[src/rtl/fb_line_fetcher.sv]
// Framebuffer scan-out: fetches one scaled RGB332 row per line during
// horizontal blanking and expands it to 8-bit RGB during active video.
module fb_line_fetcher #(
    parameter logic [31:0] BASE_ADDR    = 32'h0000_1000,
    parameter int          SCALE_SHIFT  = 2,
    parameter int          H_ACTIVE     = 640,
    parameter int          V_ACTIVE     = 480,
    parameter int          V_TOTAL      = 525,
    parameter logic [7:0]  BORDER_COLOR = 8'h00
) (
    input  logic        clk,
    input  logic        reset,
    input  logic        en,
    input  logic [9:0]  x,
    input  logic [9:0]  y,
    input  logic        hsync_in,
    input  logic        vsync_in,
    input  logic        blank_b_in,
    output logic [31:0] mem_addr,
    input  logic [31:0] mem_rdata,
    output logic [7:0]  r,
    output logic [7:0]  g,
    output logic [7:0]  b,
    output logic        hsync_o,
    output logic        vsync_o,
    output logic        blank_b_o,
    output logic        busy
);

    localparam int WPR = (H_ACTIVE >> SCALE_SHIFT) / 4;
    localparam int AW  = $clog2(WPR);

    typedef enum logic [1:0] {
        IDLE,
        FETCH,
        DRAIN
    } state_t;

    state_t        state;
    logic [AW-1:0] k;
    logic [9:0]    loaded_row;
    logic [9:0]    cap_row;
    logic          row_valid;
    logic [31:0]   line_buf [WPR];

    logic [9:0]    ny;
    logic [9:0]    nrow;
    logic          start;
    logic [31:0]   row_base;
    logic          wr_en;
    logic [AW-1:0] wr_idx;
    logic [9:0]    px;
    logic [AW-1:0] rd_idx;
    logic [31:0]   rd_word;
    logic [7:0]    pix;

    function automatic logic [23:0] expand(input logic [7:0] c);
        return {c[7:5], c[7:5], c[7:6],
                c[4:2], c[4:2], c[4:3],
                c[1:0], c[1:0], c[1:0], c[1:0]};
    endfunction

    always_comb begin
        ny       = (y == 10'(V_TOTAL - 1)) ? 10'd0 : y + 10'd1;
        nrow     = ny >> SCALE_SHIFT;
        start    = (x == 10'(H_ACTIVE)) && (ny < 10'(V_ACTIVE))
                   && ((nrow != loaded_row) || !row_valid);
        row_base = BASE_ADDR + 32'(nrow) * 32'(4 * WPR);
    end

    // Read data lags the address by one extra edge, so word k-1 lands
    // while address k is issued; DRAIN catches the final word.
    always_ff @(posedge clk) begin
        if (reset) begin
            state      <= IDLE;
            k          <= '0;
            mem_addr   <= '0;
            busy       <= 1'b0;
            row_valid  <= 1'b0;
            loaded_row <= '1;
            cap_row    <= '0;
        end else begin
            unique case (state)
                IDLE: begin
                    if (start) begin
                        state    <= FETCH;
                        k        <= '0;
                        mem_addr <= row_base;
                        cap_row  <= nrow;
                        busy     <= 1'b1;
                    end
                end
                FETCH: begin
                    k <= k + 1'b1;
                    if (k == AW'(WPR - 1)) begin
                        state <= DRAIN;
                    end else begin
                        mem_addr <= mem_addr + 32'd4;
                    end
                end
                DRAIN: begin
                    state      <= IDLE;
                    busy       <= 1'b0;
                    row_valid  <= 1'b1;
                    loaded_row <= cap_row;
                end
                default: state <= IDLE;
            endcase
        end
    end

    always_comb begin
        wr_en  = ((state == FETCH) && (k != '0)) || (state == DRAIN);
        wr_idx = (state == DRAIN) ? AW'(WPR - 1) : k - 1'b1;
    end

    always_ff @(posedge clk) begin
        if (wr_en) begin
            line_buf[wr_idx] <= mem_rdata;
        end
    end

    always_comb begin
        px      = x >> SCALE_SHIFT;
        rd_idx  = (x < 10'(H_ACTIVE)) ? AW'(px >> 2) : '0;
        rd_word = line_buf[rd_idx];
        unique case (px[1:0])
            2'd0:    pix = rd_word[7:0];
            2'd1:    pix = rd_word[15:8];
            2'd2:    pix = rd_word[23:16];
            default: pix = rd_word[31:24];
        endcase
    end

    always_ff @(posedge clk) begin
        if (reset) begin
            {r, g, b} <= '0;
            hsync_o   <= 1'b1;
            vsync_o   <= 1'b1;
            blank_b_o <= 1'b0;
        end else begin
            hsync_o   <= hsync_in;
            vsync_o   <= vsync_in;
            blank_b_o <= blank_b_in;
            if (x >= 10'(H_ACTIVE) || y >= 10'(V_ACTIVE)) begin
                {r, g, b} <= '0;
            end else if (!en) begin
                {r, g, b} <= '0;
            end else if (!row_valid) begin
                {r, g, b} <= expand(BORDER_COLOR);
            end else begin
                {r, g, b} <= expand(pix);
            end
        end
    end

endmodule

[config.mk]
export PLATFORM = sky130hd
export DESIGN_NAME = fb_line_fetcher
export DESIGN_NICKNAME = d
export VERILOG_FILES = /design/src/rtl/fb_line_fetcher.sv
export SDC_FILE = /design/constraint.sdc
export NUM_CORES = 2
export LEC_CHECK = 0
export BUFFER_PORTS_ARGS = -buffer_cell sky130_fd_sc_hd__buf_4
export CAP_MARGIN = 15
export CORE_ASPECT_RATIO = 0.75
export CORE_MARGIN = 2
export CORE_UTILIZATION = 65
export DETAILED_ROUTE_END_ITERATION = 10
export PLACE_DENSITY = 0.83
export SYNTH_ARGS = -nofsm -noshare
export SYNTH_HDL_FRONTEND = slang
export SYNTH_SLANG_ARGS = --single-unit
[constraint.sdc]
create_clock -name clk -period 7.4 [get_ports clk]
set_clock_uncertainty 0.15 [all_clocks]
set_input_delay 0.37 -clock clk [delete_from_list [all_inputs] [get_ports clk]]
set_output_delay 0.37 -clock clk [all_outputs]
set_load 0.005 [all_outputs]
======== Yosys cells after proc, flatten, opt, wreduce, memory -nomap -nowiden ========
Memory sizes are Yosys's and may differ from the RTL's.
Index checks and enable logic that the tools add are counted.
cells by class
  order comparisons ....................... 4
  eq/ne operators ......................... 11
  bitwise gates (word level) .............. 2
  $mul .................................... 1
  reduce and logical (&&, ||, !) cells .... 18
  multiplexer cells ....................... 16
  $add $sub $neg .......................... 5
operator list
  operator                                                                              count
  32-bit 2-to-1 mux                                                                     2
  32-bit one-hot mux with 2 select lines                                                1
  32-bit by 3-bit adder with 32-bit output, second input constant                       1
  8-bit one-hot mux with 3 select lines                                                 1
  10-bit == test, second input constant                                                 2
  6-bit 2-to-1 mux                                                                      3
  13-bit by 16-bit adder with 17-bit output, first input constant                       1
  6-bit one-hot mux with 2 select lines                                                 1
  8-bit by 3-bit multiplier with 11-bit output, second input constant                   1
  10-bit by 1-bit adder with 10-bit output, second input constant                       1
  10-bit greater-or-equal comparator, second input constant                             1
  10-bit by 9-bit greater-or-equal comparator with 1-bit output, second input constant  1
  10-bit < comparator, second input constant                                            1
  10-bit by 9-bit < comparator with 1-bit output, second input constant                 1
  10-bit 2-to-1 mux                                                                     1
  8-bit by 10-bit != test with 1-bit output                                             1
  2-bit AND reduction                                                                   4
  6-bit by 1-bit adder with 6-bit output, second input constant                         1
  6-bit == test, second input constant                                                  1
  2-bit != test, second input constant                                                  3
  6-bit nonzero test                                                                    1
  6-bit by 1-bit subtractor with 6-bit output, second input constant                    1
  2-bit by 1-bit == test with 1-bit output, second input constant                       2
  2-bit == test, second input constant                                                  2
  other kinds (12)                                                                      22
storage, ports and cells
  input port bits ......................... 58
  memory bits (writable) .................. 1280
  flip-flop bits (word level) ............. 87
  memories kept ........................... 1
memory list
  memory    words  width  rd ports  clocked after memory_dff  write ports  line  RTL
  line_buf  40     32     1         0                         1            44    logic [31:0] line_buf [WPR];

======== Depth between registers and ports, before layout ========
  word-level depth ........................ 7
  mapped depth ............................ 16

======== Least setup slack after synthesis ========
No wires, ideal clock.
  path type ............................... input -> register
  from .................................... input port y[4]
  to ...................................... register mem_addr[14]
  data required time ...................... 7.164 ns
  stages on the path ...................... 16
  slack ................................... 3.577 ns
  arrival ................................. 3.588 ns
  cells stage by stage .................... clkbuf_1 -> nor4_1 -> and3_1 -> nor2_1 -> ha_1 -> ha_1 -> inv_1 -> fa_1 -> nand2b_1 -> a21oi_1 -> xor2_1 -> ha_1 -> xor2_1 -> xnor2_1 -> o21ai_0 -> a211oi_1
on the way
  cells in the longest elaborated chain, start to end .. 7
RTL lines
  item                                                                                               line  RTL
  start, declared                                                                                    15    input logic [9:0] y,
  10-bit == test (*)                                                                                 64    ny = (y == 10'(V_TOTAL - 1)) ? 10'd0 : y + 10'd1;
  10-bit 2-to-1 mux (*)                                                                              64
  via ny[3]                                                                                          46    logic [9:0] ny;
  parallel branches: the longest is 5 deep, another holds 13-bit by 16-bit adder with 17-bit output  -
  end signal, assigned                                                                               88    mem_addr <= row_base;
  end signal, assigned                                                                               98    mem_addr <= mem_addr + 32'd4;
  end, declared                                                                                      19    output logic [31:0] mem_addr,
Mark *: on every way through the listed nets, which the timed path passes. The select of a mux whose other input is x is not followed.
A chain may end at the register's enable or synchronous reset.

======== Worst setup path after layout ========
  from .................................... input port x[6]
  to ...................................... register b[5]
on the way
  cells in the longest elaborated chain, start to end .. 4
RTL lines
  item                                   line  RTL
  start, declared                        14    input logic [9:0] x,
  10-bit < comparator                    125   rd_idx = (x < 10'(H_ACTIVE)) ? AW'(px >> 2) : '0;
  6-bit 2-to-1 mux                       125
  memory 40 x 32 bit                     -
  8-bit one-hot mux with 3 select lines  127   unique case (px[1:0])
  end signal, assigned                   150   {r, g, b} <= expand(BORDER_COLOR);
  end signal, assigned                   152   {r, g, b} <= expand(pix);
  end, declared                          23    output logic [7:0] b,
Parallel ways exist; a longest one is shown, timed or not.

==> results.toml <==
[sta]
setup_viol = 0
fin_crit_sh_pct = 53.3
rsz0062_at_grt = "no"
fin_crit_ns = 3.94
final_hold_viol_count = 0
relSlewSlack_pct = 5.36
max_clock_freq_ghz = 0.254
slew_viol_final = 0
setup_tns_ns = 0
worstMarginPinSlew_ns = 1.38
timing.final.ws_setup_ns = 3.46

[worst_setup_path]
crit_required_ns = 7.85
startpoint_type = "input pin"
crit_fanout = 78
arrival_ns = 4.39
critPathKind = "in2reg"
crit_path_end_kind = "flip-flop"

[layout]
final_core_util_pct = 73.5
nets = 3769
layout-drive-gt1-share_pct = 12.9
fillerInstances = 4691
syn_to_final_growth_pct = 12.2
multi_input_area_um2 = 13300
register_area_um2 = 39800
final_area_um2 = 60300

[synth]
synth.distinct_cells = 78
synth_top_area_share_pct = 71.5
yosys_register_bits = 1348
synth_cells = 3570
seq_area_frac_synth_pct = 74.0
ys_top_cells_by_area = "edfxtp_1, mux2i_1, nand2_1"
yosys_warnings = 0
synth_ff_type = "edfxtp_1"
synth_area_um2 = 53800
syn_area_per_cell_um2 = 15.1
synth-edff-count = 1280
yosys.area.top_type = "edfxtp_1"
async_flop_share_pct = 0

[power_and_ir_drop]
combPwrFrac_pct = 6.0
finalPower_mw = 15.3
power_switching_mw = 3.34
power_switching_share_pct = 21.8
p_per_area_nw_per_um2 = 254
irDropWorstVdd_uv = 202
pwr-share-clk_pct = 39.6
p_int_mw = 12.0
power_frac_seq_pct = 54.4
p_leak_nw = 19.9

[placed_design]
dp_hpwl_um = 84600
portBuffers = 115
dpl_worst_slack_ns = 2.64
place_area_um2 = 56200
routabilityCongestion = 0.944

[route]
wl_per_cell_um = 31.1
drtAntennaViolNets = 0
drt_iter0_drc = 6494
first_pass_iters = 9
drc_errors = 0
vias_per_cell = 7.11
via_count = 34900
routed_wl_um = 153000

[clock_network]
post_cts_buffers = 0
cts_max_level = 3
holdBufCountCts = 38
cts_tree = "done"
clockRootBuffer = "clkbuf_16"
clock_sink_count = 1348
cts.clk_slew.worst_paths_ns = 0.07
cts_buffers = 117
post_cts_resized = 0
clk_latency_ns = 0.71
cts_buffer_depth = 3

[grt]
grt_usage_pct = 35.9
grt_overflow_total = 0
grt_pass1_wl_um = 220000
antenna_found_initial = 5
grt_pass1_vias = 33600
grt_max_degree = 198

[die]
core_um2 = 82100
initial_core_util_pct = 65.5
die_area_um2 = 85100
chipHeight_um = 253
rows = 91
io_pins = 118
die_x_um = 336

[run]
max_cap_viol_count = 0

[run_status]
status = "complete, no violations"

[hold_path]
worstHoldPathType = "in2reg"
## logic make-up (layout without fill, tap and decap cells)
group                    after synthesis  in the layout  share of synthesized area [%]
AO/OA/AOI/OAI                        811            811                           10.2
XOR/XNOR                              28             28                          0.470
adder cells (fa/ha/maj)               16             16                          0.386
buffers and inverters                257            475                           1.99
flip-flops                          1348           1348                           74.0
multiplexers                         267            267                           5.85
other                                  1              7                        0.00697
AND/OR/NAND/NOR                      842            842                           7.13
## worst max-delay path: stages
cell	delay [ns]
clkbuf_8	0.60
inv_1	0.31
nor2_4	0.29
buf_12	0.35
mux2i_1	0.27
o22ai_1	0.10
a2111oi_0	1.15
a21oi_1	0.38
o31a_1	0.36
## per-layer routing
metal  wire length (um)  share of wire, %  track usage (%)
met3              26600                17             12.5
met1              52400                34             49.7
met4               7420               4.9             15.4
met2              66100                43             52.2
met5                103             0.068            0.863
## area by class of cell
cell class	instances	area share (%)
sequential	1348	66.0
multi-input combinational	1966	22.1
clock buffer	160	5.26
timing repair buffer	243	3.32
tap	1116	2.31
clock inverter	53	0.958
inverter	19	0.118
antenna	5	0.0207
## stage by stage
stage               hold WS, ns  instances
floorplan                 0.277       3571
global placement          0.286       4651
detailed placement        0.300       4652
CTS                    0.000918       4903
global route             0.0276       4905
finish                   0.0427       4910
## flip-flops by register name, indices dropped and copies added, names as in the netlist, 3 cells and up
register / flops
line_buf: 1280
mem_addr: 30
loaded_row: 9
cap_row: 8
k: 6
g: 3
r: 3
## cell usage after synthesis, types with 13 or more instances
cell	number
mux2i_1	220
mux4_2	37
nand2_1	396
and3_1	19
a32oi_1	13
nand3_1	95
buf_1	54
a22oi_1	132
a31oi_1	49
nand2b_1	14
o22ai_1	28
nor2b_1	35
nor3_1	47
dfxtp_1	68
clkbuf_1	145
a211oi_1	96
nand4_1	15
ha_1	15
a221oi_1	75
nor4_1	21
buf_4	18
nor2_1	138
xnor2_1	22
buf_2	19
o21ai_0	68
a21oi_1	231
inv_1	18
edfxtp_1	1280
## path summary, 6_finish.rpt
| check | slack [ns] | startpoint | depth (start not counted) | end |
|---|---|---|---|---|
| min | 0.04 | mem_rdata[7] | 1 | line_buf[29][7] |
| max | 3.46 | x[6] | 9 | b[5] |
| max reg2reg | 3.47 | k[0] | 8 | line_buf[2][11] |
| min reg2reg | 0.30 | busy | 2 | busy |
## power groups by stage
stage          clock network, mW  logic (mW)  registers [mW]
4_1_cts                     6.07       0.877            8.34
6_report                    6.07       0.919            8.34
3_3_place_gp                   0       0.824            8.50
3_5_place_dp                   0       0.851            8.50
2_1_floorplan                  0       0.478            8.51
5_1_grt                     6.35       0.956            8.33
## cell usage in the layout (no fill, tap or decap), types with 29 or more instances in the layout
cell	n
mux2i_1	220
a211oi_1	96
nor2_4	43
nand3_1	95
edfxtp_1	1280
nor2b_1	34
nor3_1	44
a31oi_1	49
clkbuf_16	119
o21ai_0	67
dfxtp_1	68
a21oi_1	229
buf_4	197
mux4_2	37
nor2_1	93
clkbuf_1	29
dlygate4sd3_1	38
nand2_1	394
a22oi_1	132
a221oi_1	75
No activity file was read; power rests on OpenSTA's default activity.
